===== src/rtl/rv32i_alu_issue.sv =====
// rv32i_alu_issue: decode-and-issue stage in front of rv32i_alu.
// Decodes an RV32I instruction plus register-read data into a one-hot ALU
// operation and two operands, and issues it through a registered output
// stage backed by one skid entry (2 entries total, one cycle of latency).
// Optional feature macro: RV32I_ALU_ISSUE_ILLEGAL_EN adds the illegal_o port
// and the funct7 legality checks.
module rv32i_alu_issue #(
    parameter int XLEN = 32
) (
    input  logic            clk_i,
    input  logic            rst_i,
    input  logic            in_valid_i,
    output logic            in_ready_o,
    input  logic [31:0]     instr_i,
    input  logic [XLEN-1:0] pc_i,
    input  logic [XLEN-1:0] rs1_data_i,
    input  logic [XLEN-1:0] rs2_data_i,
    output logic            out_valid_o,
    input  logic            out_ready_i,
    output logic [9:0]      operation_o,
    output logic [XLEN-1:0] operand1_o,
    output logic [XLEN-1:0] operand2_o,
    output logic [4:0]      rd_o,
    output logic            rd_write_o,
    output logic            branch_o,
    output logic [2:0]      branch_funct3_o
`ifdef RV32I_ALU_ISSUE_ILLEGAL_EN
    ,
    output logic            illegal_o
`endif
);

    localparam logic [6:0] OPC_OP     = 7'h33;
    localparam logic [6:0] OPC_OP_IMM = 7'h13;
    localparam logic [6:0] OPC_LUI    = 7'h37;
    localparam logic [6:0] OPC_AUIPC  = 7'h17;
    localparam logic [6:0] OPC_BRANCH = 7'h63;

    localparam logic [9:0] ALU_NOP  = 10'h000;
    localparam logic [9:0] ALU_ADD  = 10'h001;
    localparam logic [9:0] ALU_SUB  = 10'h002;
    localparam logic [9:0] ALU_SLT  = 10'h004;
    localparam logic [9:0] ALU_SLTU = 10'h008;
    localparam logic [9:0] ALU_AND  = 10'h010;
    localparam logic [9:0] ALU_OR   = 10'h020;
    localparam logic [9:0] ALU_XOR  = 10'h040;
    localparam logic [9:0] ALU_SLL  = 10'h080;
    localparam logic [9:0] ALU_SRL  = 10'h100;
    localparam logic [9:0] ALU_SRA  = 10'h200;

    // One decoded issue entry; the raw instruction word is never stored.
    typedef struct packed {
        logic [9:0]      operation;
        logic [XLEN-1:0] operand1;
        logic [XLEN-1:0] operand2;
        logic [4:0]      rd;
        logic            rd_write;
        logic            branch;
        logic [2:0]      funct3;
`ifdef RV32I_ALU_ISSUE_ILLEGAL_EN
        logic            illegal;
`endif
    } entry_t;

    // Shared funct3 -> ALU op table; alt selects SUB/SRA.
    function automatic logic [9:0] f3_to_op(input logic [2:0] f3, input logic alt);
        logic [9:0] op;
        case (f3)
            3'b000:  op = alt ? ALU_SUB : ALU_ADD;
            3'b001:  op = ALU_SLL;
            3'b010:  op = ALU_SLT;
            3'b011:  op = ALU_SLTU;
            3'b100:  op = ALU_XOR;
            3'b101:  op = alt ? ALU_SRA : ALU_SRL;
            3'b110:  op = ALU_OR;
            3'b111:  op = ALU_AND;
            default: op = ALU_NOP;
        endcase
        return op;
    endfunction

    logic [6:0]      opcode_s;
    logic [2:0]      funct3_s;
    logic            is_shift_s;
    logic [XLEN-1:0] imm_i_s;
    logic [XLEN-1:0] imm_u_s;
`ifdef RV32I_ALU_ISSUE_ILLEGAL_EN
    logic [6:0]      funct7_s;
    assign funct7_s = instr_i[31:25];
`endif

    assign opcode_s   = instr_i[6:0];
    assign funct3_s   = instr_i[14:12];
    assign is_shift_s = (funct3_s == 3'b001) || (funct3_s == 3'b101);
    assign imm_i_s    = {{20{instr_i[31]}}, instr_i[31:20]};
    assign imm_u_s    = {instr_i[31:12], 12'h000};

    entry_t dec_d;

    // Combinational decode of the incoming instruction into an issue entry.
    always_comb begin
        dec_d        = '0;
        dec_d.rd     = instr_i[11:7];
        dec_d.funct3 = funct3_s;
        case (opcode_s)
            OPC_OP: begin
                dec_d.operation = f3_to_op(funct3_s, instr_i[30]);
                dec_d.operand1  = rs1_data_i;
                dec_d.operand2  = rs2_data_i;
                dec_d.rd_write  = 1'b1;
`ifdef RV32I_ALU_ISSUE_ILLEGAL_EN
                dec_d.illegal   = (funct7_s != 7'h00) && (funct7_s != 7'h20);
`endif
            end
            OPC_OP_IMM: begin
                // Only SRAI has an alternate form; ADDI ignores instr[30].
                dec_d.operation = f3_to_op(funct3_s, instr_i[30] & (funct3_s == 3'b101));
                dec_d.operand1  = rs1_data_i;
                dec_d.operand2  = is_shift_s ? {27'h0000000, instr_i[24:20]} : imm_i_s;
                dec_d.rd_write  = 1'b1;
`ifdef RV32I_ALU_ISSUE_ILLEGAL_EN
                if (funct3_s == 3'b001) begin
                    dec_d.illegal = (funct7_s != 7'h00);
                end else if (funct3_s == 3'b101) begin
                    dec_d.illegal = (funct7_s != 7'h00) && (funct7_s != 7'h20);
                end else begin
                    dec_d.illegal = 1'b0;
                end
`endif
            end
            OPC_LUI: begin
                dec_d.operation = ALU_ADD;
                dec_d.operand2  = imm_u_s;
                dec_d.rd_write  = 1'b1;
            end
            OPC_AUIPC: begin
                dec_d.operation = ALU_ADD;
                dec_d.operand1  = pc_i;
                dec_d.operand2  = imm_u_s;
                dec_d.rd_write  = 1'b1;
            end
            OPC_BRANCH: begin
                dec_d.operation = ALU_SUB;
                dec_d.operand1  = rs1_data_i;
                dec_d.operand2  = rs2_data_i;
                dec_d.branch    = 1'b1;
            end
            default: begin
`ifdef RV32I_ALU_ISSUE_ILLEGAL_EN
                dec_d.illegal = 1'b1;
`endif
            end
        endcase
`ifdef RV32I_ALU_ISSUE_ILLEGAL_EN
        // Illegal entries still flow through but must not execute or write.
        dec_d.operation = dec_d.illegal ? ALU_NOP : dec_d.operation;
        dec_d.rd_write  = dec_d.illegal ? 1'b0 : dec_d.rd_write;
`endif
        // x0 is never written.
        dec_d.rd_write = dec_d.rd_write & (dec_d.rd != 5'd0);
    end

    entry_t out_q, out_d;
    entry_t skid_q, skid_d;
    logic   out_valid_q, out_valid_d;
    logic   skid_valid_q, skid_valid_d;
    logic   in_ready_q, in_ready_d;
    logic   accept_s;
    logic   consume_s;

    assign accept_s  = in_valid_i & in_ready_q;
    assign consume_s = out_valid_q & out_ready_i;

    // Next-state for the output register and skid entry (FIFO order).
    always_comb begin
        out_d        = out_q;
        out_valid_d  = out_valid_q;
        skid_d       = skid_q;
        skid_valid_d = skid_valid_q;
        if (skid_valid_q) begin
            // Skid full: input is blocked; skid moves up once output drains.
            if (consume_s) begin
                out_d        = skid_q;
                out_valid_d  = 1'b1;
                skid_valid_d = 1'b0;
            end else begin
                out_valid_d  = out_valid_q;
            end
        end else if (!out_valid_q || consume_s) begin
            // Output free this cycle: new entry goes straight to the output.
            if (accept_s) begin
                out_d       = dec_d;
                out_valid_d = 1'b1;
            end else begin
                out_valid_d = 1'b0;
            end
        end else begin
            // Output stalled: park one extra entry in the skid.
            if (accept_s) begin
                skid_d       = dec_d;
                skid_valid_d = 1'b1;
            end else begin
                skid_valid_d = skid_valid_q;
            end
        end
        in_ready_d = ~skid_valid_d;
    end

    // State registers; reset empties both entries without waiting for a clock.
    always_ff @(posedge clk_i or posedge rst_i) begin
        if (rst_i) begin
            out_q        <= '0;
            skid_q       <= '0;
            out_valid_q  <= 1'b0;
            skid_valid_q <= 1'b0;
            in_ready_q   <= 1'b1;
        end else begin
            out_q        <= out_d;
            skid_q       <= skid_d;
            out_valid_q  <= out_valid_d;
            skid_valid_q <= skid_valid_d;
            in_ready_q   <= in_ready_d;
        end
    end

    assign in_ready_o      = in_ready_q;
    assign out_valid_o     = out_valid_q;
    assign operation_o     = out_q.operation;
    assign operand1_o      = out_q.operand1;
    assign operand2_o      = out_q.operand2;
    assign rd_o            = out_q.rd;
    assign rd_write_o      = out_q.rd_write;
    assign branch_o        = out_q.branch;
    assign branch_funct3_o = out_q.funct3;
`ifdef RV32I_ALU_ISSUE_ILLEGAL_EN
    assign illegal_o       = out_q.illegal;
`endif

endmodule


===== config.mk =====
export PLATFORM = sky130hd
export DESIGN_NAME = rv32i_alu_issue
export DESIGN_NICKNAME = d
export VERILOG_FILES = /design/src/rtl/rv32i_alu_issue.sv
export SDC_FILE = /design/constraint.sdc
export NUM_CORES = 1
export LEC_CHECK = 0
export CORE_MARGIN = 5
export CORE_UTILIZATION = 49
export CTS_CLUSTER_SIZE = 25
export DETAILED_ROUTE_END_ITERATION = 7
export PLACE_DENSITY_LB_ADDON = 0.2
export SETUP_SLACK_MARGIN = 0.5
export SLEW_MARGIN = 20
export SYNTH_ARGS = -nofsm -noshare
export SYNTH_HDL_FRONTEND = slang
export SYNTH_SLANG_ARGS = --single-unit

===== constraint.sdc =====
create_clock -name clk_i -period 6.3 [get_ports clk_i]
set_input_delay 1.26 -clock clk_i [delete_from_list [all_inputs] [get_ports clk_i]]
set_output_delay 1.26 -clock clk_i [all_outputs]
set_load 0.1 [all_outputs]

==> flow_summary.ini <==
[run_status]
outcome = complete, no violations

[timing]
setup_violations = 0
maxSlewHeadroom = 0.293
rsz0062_at_grt = no
finalHoldViolations = 0
min_period_ns = 3.48
worst_pin_slew_ns = 1.06
slew_viol_final = 0
fmax_ghz = 0.288
min_period_over_period = 0.552
fin_skew_ns = 0.0121
setup-tns-final_ns = 0

[cells_and_area]
area_growth_pct = 36.6
nFillCells = 1224
fin_util = 0.682
n_antenna_cell = 0
regArea_um2 = 4280
final_common_cell = clkdlybuf4s50_1
drive_gt1_frac = 0.0548
multi_input_area_um2 = 3330
layout.nets = 1140
final_cell_mix = 217 x clkdlybuf4s50_1, 169 x dfrtp_1, 125 x nor2_1, 111 x nand2_1, 81 x o21ai_0

[clocking]
numCtsBuffers = 17
cts_hold_buf = 0
clkTransAtPathRegs_ns = 0.07
cts.sink_count = 171
cts_resized = 0
cts_buffer_depth = 2
cts-root-buf = clkbuf_16
cts_tree = yes
htreeDepth = 4
cts_setup_buffers = 0
clk_latency_ns = 0.43

[setup_path]
path_class = in -> reg
cp-start-kind = input pin
cp_slowest_stage_delay_ns = 0.98
crit_path_end_kind = flip-flop
path_cells = clkdlybuf4s50_1 > nand3b_1 > a21oi_4 > buf_4 > a221oi_1 > o21ai_0
r2r_cells = 5
arrival_ns = 3.82
critPathMaxFanout = 64
crit_slowest_cell = clkdlybuf4s50_1
worstPathRequired_ns = 6.64

[global_route]
grt_pass1_vias = 7111
grt_pass1_wl_um = 37100
grt_max_degree = 172
grt.overflow.total = 0
gr-usage-all-layers = 0.250
antenna_found_initial = 0

[die]
die_h_um = 137
start_util = 0.499
io_pins = 218
die_x_um = 137
num_rows = 46
die-area_um2 = 18800
core-area_um2 = 15800

[route]
wl_per_cell_um = 18.9
routed_wl_um = 23300
drc_errors = 0
viasPerCell = 5.85
met1Wirelength_um = 10200
top_layer_used = met4
wl_met3_um = 2010
wl_met2_um = 10800
drt_first_iter_violations = 640
via_count = 7240
drt_first_pass_iters = 5
final_antenna_net_count = 0

[power]
powerDensity_nw_per_um2 = 571
power_uw = 6160
power.leakage_uw = 0.00436
ir_drop_mv = 0.448

[yosys]
synth-seq-area-share = 0.542
yosysUniqueCellTypes = 53
synth_warnings = 0
synthFlopType = dfrtp_1
netlist_area_um2 = 7900
synth_edf_count = 0
synth_area_per_cell_um2 = 9.50
synthesis.nets = 964
synth_cells = 832
synthArstFlopShare = 1.00
ys_ff_latch = 171

[placement]
io_buffer_count = 217
dpl.hpwl_um = 15000
place_congestion = 0.856

[worst_hold_path]
hold_depth = 2
min_path_type = reg -> reg

[job]
drv_cap = 0
cells in the mapped netlist, types with 2 or more instances:
cell type	number	area share
dfrtp_1	170	0.54
nor2_1	125	0.059
nand2_1	111	0.053
o21ai_0	81	0.051
a221oi_1	71	0.079
clkbuf_1	54	0.026
a21oi_1	30	0.019
a22oi_1	27	0.026
a211oi_1	20	0.019
nor3_1	20	0.013
nand3_1	15	0.0095
buf_2	13	0.0082
mux2i_1	13	0.016
o211ai_1	11	0.010
o22ai_1	5	0.0040
o31ai_1	5	0.0048
inv_1	4	0.0019
nand2b_1	4	0.0032
o21ai_1	4	0.0025
a32o_1	3	0.0038
a32oi_1	3	0.0033
buf_1	3	0.0014
a22o_1	2	0.0022
and4_1	2	0.0022
buf_6	2	0.0028
nor3_2	2	0.0025
nor3b_1	2	0.0019
o21a_1	2	0.0019
o311ai_0	2	0.0022
or2b_1	2	0.0019
or3_1	2	0.0016
worst paths after layout:
path / slack [ns] / to / startpoint
min: 0.47 / skid_q[10]$_DFFE_PP0P_ / skid_q[10]$_DFFE_PP0P_
min in group asynchronous: 1.37 / operand1_o[7]$_DFFE_PP0P_ / rst_i
max reg2reg: 2.90 / operand2_o[22]$_DFFE_PP0P_ / skid_valid_q$_DFF_PP0_
max: 2.82 / operand1_o[26]$_DFFE_PP0P_ / instr_i[5]
min reg2reg: 0.47 / skid_q[10]$_DFFE_PP0P_ / skid_q[10]$_DFFE_PP0P_
max in group asynchronous: 4.12 / rd_o[4]$_DFFE_PP0P_ / rst_i
routing by layer:
metal | global-route usage | vias to the layer above
li1 | - | 3399
met1 | 0.349 | 3519
met2 | 0.384 | 300
met3 | 0.0658 | 22
met4 | 0.0759 | 0
met5 | 0 | -
sequential cells by signal, summed over array words and instances, names as in the netlist:
register / cells
branch_funct3_o: 3
branch_o: 1
in_ready_o: 1
operand1_o: 32
operand2_o: 32
operation_o: 10
out_valid_o: 1
rd_o: 5
rd_write_o: 1
skid_q: 84
skid_valid_q: 1
area by class of cell:
cell class,count,share of cell area
flip-flops and latches,171,0.397
multi-input cells,584,0.309
repair buffers,229,0.211
clock buffers,20,0.0414
well taps,216,0.0250
clock inverters,12,0.0152
inverters,5,0.00209
cells by family after synthesis:
group	Yosys count	share of synthesized area
buffers and inverters	77	0.0405
AOI/OAI and AO/OA	273	0.238
and+or+nand+nor	297	0.161
DFF	171	0.542
muxes	14	0.0179
per-stage QoR:
| step | hold WS [ns] | instance area, um2 | setup WS, ns | instances |
|---|---|---|---|---|
| detailed placement | 0.462 | 10200 | 2.46 | 1205 |
| finish | 0.475 | 10800 | 2.82 | 1237 |
| global route | 0.494 | 10800 | 2.67 | 1237 |
| CTS | 0.479 | 10800 | 2.91 | 1237 |
| floorplan | 0.439 | 7910 | 2.86 | 832 |
| global placement | 0.451 | 10200 | 2.54 | 1205 |
where the power goes:
part	internal [uW]	total, uW	leakage [uW]	switching (uW)
combinational	819	3290	0.00192	2470
sequential	1530	1780	0.00215	254
clock	640	1090	0.000289	450
worst max-delay path: cells and delay by family:
| kind | cells | cell delay (ns) |
|---|---|---|
| AO/OA/AOI/OAI | 3 | 0.63 |
| buffers and inverters | 2 | 1.53 |
| AND/OR/NAND/NOR | 1 | 0.33 |
Power figures use the tool's default switching activity.
==> edit 1 (same settings) <==
The option `RV32I_ALU_ISSUE_ILLEGAL_EN` is turned on by a define.
--- a/src/rtl/rv32i_alu_issue.sv
+++ b/src/rtl/rv32i_alu_issue.sv
@@ -6,2 +6,4 @@
 // and the funct7 legality checks.
+`define RV32I_ALU_ISSUE_ILLEGAL_EN
+
 module rv32i_alu_issue #(
Behaviour (old outputs only; new: illegal_o): not the same (Yosys sat finds a counterexample within 4 cycles, from zero or initial values and one cycle with rst_i high).
==> edit 1 against the original RTL <==
Sequential cell count rose by 2; hold slack improved by 0.00058 ns; non-clock buffer count rose by 1; combinational power fell by 49%; routed wire length rose by 6.3%; via count rose by 3.5%; sequential power fell by 16%; setup slack got worse by 0.14 ns; register-to-register slack improved by 0.15 ns; cell area rose by 2.3%; synthesized area rose by 2.4%; first-iteration DRC count rose by 3.4%; clock power rose by 5%; power fell by 30%; critical endpoint is now out_valid_o; largest cell class unchanged; largest power group unchanged.
==> edit 1: results <==
[setup_path]
crit_arrival_ns = 2.36
worstRegToRegCells = 4
cp_max_fo = 18
rr_endpoint = "operand2_o[31]$_DFFE_PP0P_"
slowest_stage = "clkdlybuf4s50_1"
cp_slowest_stage_delay_ns = 1.24
r2r_slack_ns = 3.05

[layout]
seq_share = 0.3927
layout.nets = 1162
drive_above_1_share = 0.05657
nonClkBufAreaFrac = 0.2070
n_antenna_cell = 0
largest_reg_flops = 85
largest-register = "skid_q"
clock_area_frac = 0.05736
multi_input_area_share = 0.3092
clockBufferCount = 18
num-nonclk-inverters = 25
nFillCells = 1285
buffers = 230
multi_input_gates = 583

[yosys]
synth_compound_area_frac = 0.2272
synth_nets = 992
synth_common_cells = "dfrtp_1 (172), nand2_1 (165), o21ai_0 (93)"
yosysSeqAreaShare = 0.5352
synth-async-reset-ratio = 1.000
synthMuxAreaShare = 0.01129
yosys-top-cells-area = "dfrtp_1 (53%), nand2_1 (7.7%), o21ai_0 (5.8%)"
synth.distinct_cells = 44
synth_fa_ha_area_frac = 0
synth_xor_xnor_area_share = 0.001082
synthFlopType = "dfrtp_1"

[clock_tree]
clock-root-buffer = "clkbuf_16"
cts.sinks = 173

[power_and_ir_drop]
ir_drop_uv = 478.9
p_clk_w = 0.00114
seqPwrFrac = 0.346
power_switching_w = 0.001950
leakage_nw = 4.373

[detailed_routing]
wire_per_inst_um = 19.63
drt_iter0_markers = 662
dr_total_vias = 7492

[worst_hold_path]
holdCritStartpoint = "skid_q[77]$_DFFE_PP0P_"
hp-class = "flip-flop to flip-flop"
whs_endpoint = "skid_q[77]$_DFFE_PP0P_"
whs_path_depth = 2

[global_routing]
grt_max_degree = 174
grt_pass1_vias = 7261
grt.total_usage = 0.2538
grt_first_pass_wirelength_um = 39510
antenna_found_initial = 0

[sta]
finalClockSkew_ns = 0.007463
worst_pin_slew_ns = 1.140
hold_ws_ns = 0.4756

[placed_design]
gp_congestion = 0.8200
dp_hpwl_um = 15780
place.port_buffers = 218

[status]
status = "complete, no violations"
## edit 1: changes by cell type in the layout (fill, tap and decap cells not counted), sizes merged, moves of 23 or more
cell    delta
nand2     +54
o211ai    +41
inv       +24
nor4      +23
nand3     +39
a221oi    -37
nor2     -103
## edit 1: through the flow
| stage | setup slack (ns) | cells | power, W | area (um^2) |
|---|---|---|---|---|
| after floorplan | 2.830 | 860 | 0.002667 | 8095 |
| after global placement | 2.495 | 1231 | 0.003160 | 10410 |
| after detailed placement | 2.456 | 1231 | 0.003187 | 10410 |
| after CTS | 2.669 | 1263 | 0.004321 | 11040 |
| after global routing | 2.591 | 1263 | 0.004479 | 11040 |
| final | 2.680 | 1263 | 0.004311 | 11040 |
## edit 1: metal layers
layer,share of wire,global-route usage,vias to the layer above,wire (um)
met2,0.46,0.3908,290,11450
met3,0.072,0.06181,36,1787
met5,0,0,-,0
li1,-,-,3492,-
met4,0.025,0.08996,0,613
met1,0.44,0.3531,3674,10940
## edit 1: how the worst max path moves through the flow
stage	slack, ns	endpoint	from	cells after the start
finish	2.68	out_valid_o	out_valid_o$_DFFE_PP0P_	1
global route	2.59	out_valid_o	out_valid_o$_DFFE_PP0P_	1
CTS	2.67	out_valid_o	out_valid_o$_DFFE_PP0P_	1
detailed placement	2.46	skid_q[34]$_DFFE_PP0P_	instr_i[2]	6
global placement	2.49	operand2_o[24]$_DFFE_PP0P_	instr_i[2]	6
floorplan	2.83	branch_funct3_o[0]$_DFFE_PP0P_	rst_i	1
## edit 1: logic make-up after synthesis
logic type | count (synthesis)
flip-flops | 173
multiplexers | 9
buffers and inverters | 104
AO/OA/AOI/OAI | 271
AND/OR/NAND/NOR | 302
XOR/XNOR | 1
==> edit 2 (config.mk and constraints unchanged) <==
Made on the original files. Make the reset (`rst_i`) synchronous in one clocked block.
--- a/src/rtl/rv32i_alu_issue.sv
+++ b/src/rtl/rv32i_alu_issue.sv
@@ -209,3 +209,3 @@
     // State registers; reset empties both entries without waiting for a clock.
-    always_ff @(posedge clk_i or posedge rst_i) begin
+    always_ff @(posedge clk_i) begin
         if (rst_i) begin
Check against the original RTL: differs if rst_i is asserted again (counterexample within 4 cycles, from zero or initial values and one cycle with rst_i high); with rst_i held inactive, the same outputs for 4 cycles.
==> edit 2 against the original RTL <==
Critical path depth shrank 1; first-iteration DRC count is the same; hold slack lost 0.021 ns; synthesized area shrank 4.6%; via count grew 0.25%; cell area shrank 3.5%; setup slack gained 0.053 ns; utilization grew 0.57 points; routed wire length shrank 2.7%; sequential cell count is the same; critical path type unchanged; critical endpoint is now skid_q[22]$_SDFFE_PP0P_; largest cell class is now multi-input combinational cells.
Power is not compared: it rests on default switching activity, and its combinational part moved more than twofold at a synthesized area within 25%.
==> edit 2: results <==
[setup_path]
rr_endpoint = "skid_q[22]$_SDFFE_PP0P_"
worst-setup-path-type = "input port to flip-flop"
cp_max_fo = 26
slowest_stage = "a21oi_2"
worstSetupStartpoint = "in_valid_i"
cpLargestDelayFamily = "compound AO/OA/AOI/OAI gates"
r2r-start = "skid_valid_q$_SDFF_PP0_"
cp_slowest_stage_delay_ns = 0.85
r2r_slack_ns = 3.53
crit_arrival_ns = 3.69

[yosys]
synth.distinct_cells = 53
yosysSeqAreaShare = 0.4540
synth_nets = 969
netlist_instances = 837
yosys-top-cells-area = "dfxtp_1 (45%), a211oi_1 (11%), a22oi_1 (6.4%)"
synth_common_cells = "dfxtp_1 (171), a211oi_1 (107), nor2_1 (99)"
yosys_warnings = 0

[layout]
nFillCells = 1207
layout.nets = 1132
drive_above_1_share = 0.08095
multi_input_area_mm2 = 0.003749
regArea_mm2 = 0.003425
clock_area_frac = 0.06355
instances_no_fill = 1201
fin_util = 0.6877
clockBufferCount = 22
multi_input_gates = 572
buffers = 233
nonClkBufAreaFrac = 0.2233

[placed_design]
dp_hpwl_um = 14450
gp_congestion = 0.8524
placed_area_mm2 = 0.009738

[global_routing]
grt_max_degree = 125
grt.total_usage = 0.2470
grt_pass1_vias = 6822
gr-usage-met2 = 0.3871
met1_usage = 0.3292
use_met3 = 0.07952

[sta]
hold_ws_ns = 0.4536
max_slew_margin = 0.2613
clock.fmax_ghz = 0.2920
finalClockSkew_ns = 0.007989

[detailed_routing]
dr_wl_met2_um = 10350
wl_met3_um = 2094
wl_met1_um = 9828
vias_per_cell = 6.043

[status]
status = "complete, no violations"

[power_and_ir_drop]
power_frac_comb = 0.288
leakage_nw = 3.332

[worst_hold_path]
holdCritStartpoint = "skid_q[81]$_SDFFE_PP0P_"

[die]
die_w_um = 134.1

[clock_tree]
cts.reportedPaths.clkPinSlew_ns = 0.06
## edit 2: cell count changes in the layout (fill, tap and decap cells not counted), sizes merged, moves of 8 or more
| cell | before | now |
|---|---|---|
| nand3b | 1 | 9 |
| a221oi | 71 | 32 |
| nand3 | 15 | 1 |
| or4 | 1 | 33 |
| nand2 | 111 | 55 |
| nor2 | 125 | 99 |
| dfrtp | 170 | 0 |
| o211ai | 11 | 3 |
| dfxtp | 0 | 171 |
| a22oi | 27 | 64 |
| o21ai | 85 | 55 |
| a211oi | 21 | 107 |
## edit 2: cells by family (layout without fill, tap and decap cells)
family / count (synthesis) / in the layout / share of synthesized area
AOI/OAI and AO/OA: 307 / 307 / 0.3005
xor gates and xnor gates: 1 / 1 / 0.001162
buffers and inverters: 94 / 270 / 0.05227
DFF: 171 / 171 / 0.4540
muxes: 13 / 13 / 0.01726
and+or+nand+nor: 251 / 251 / 0.1749
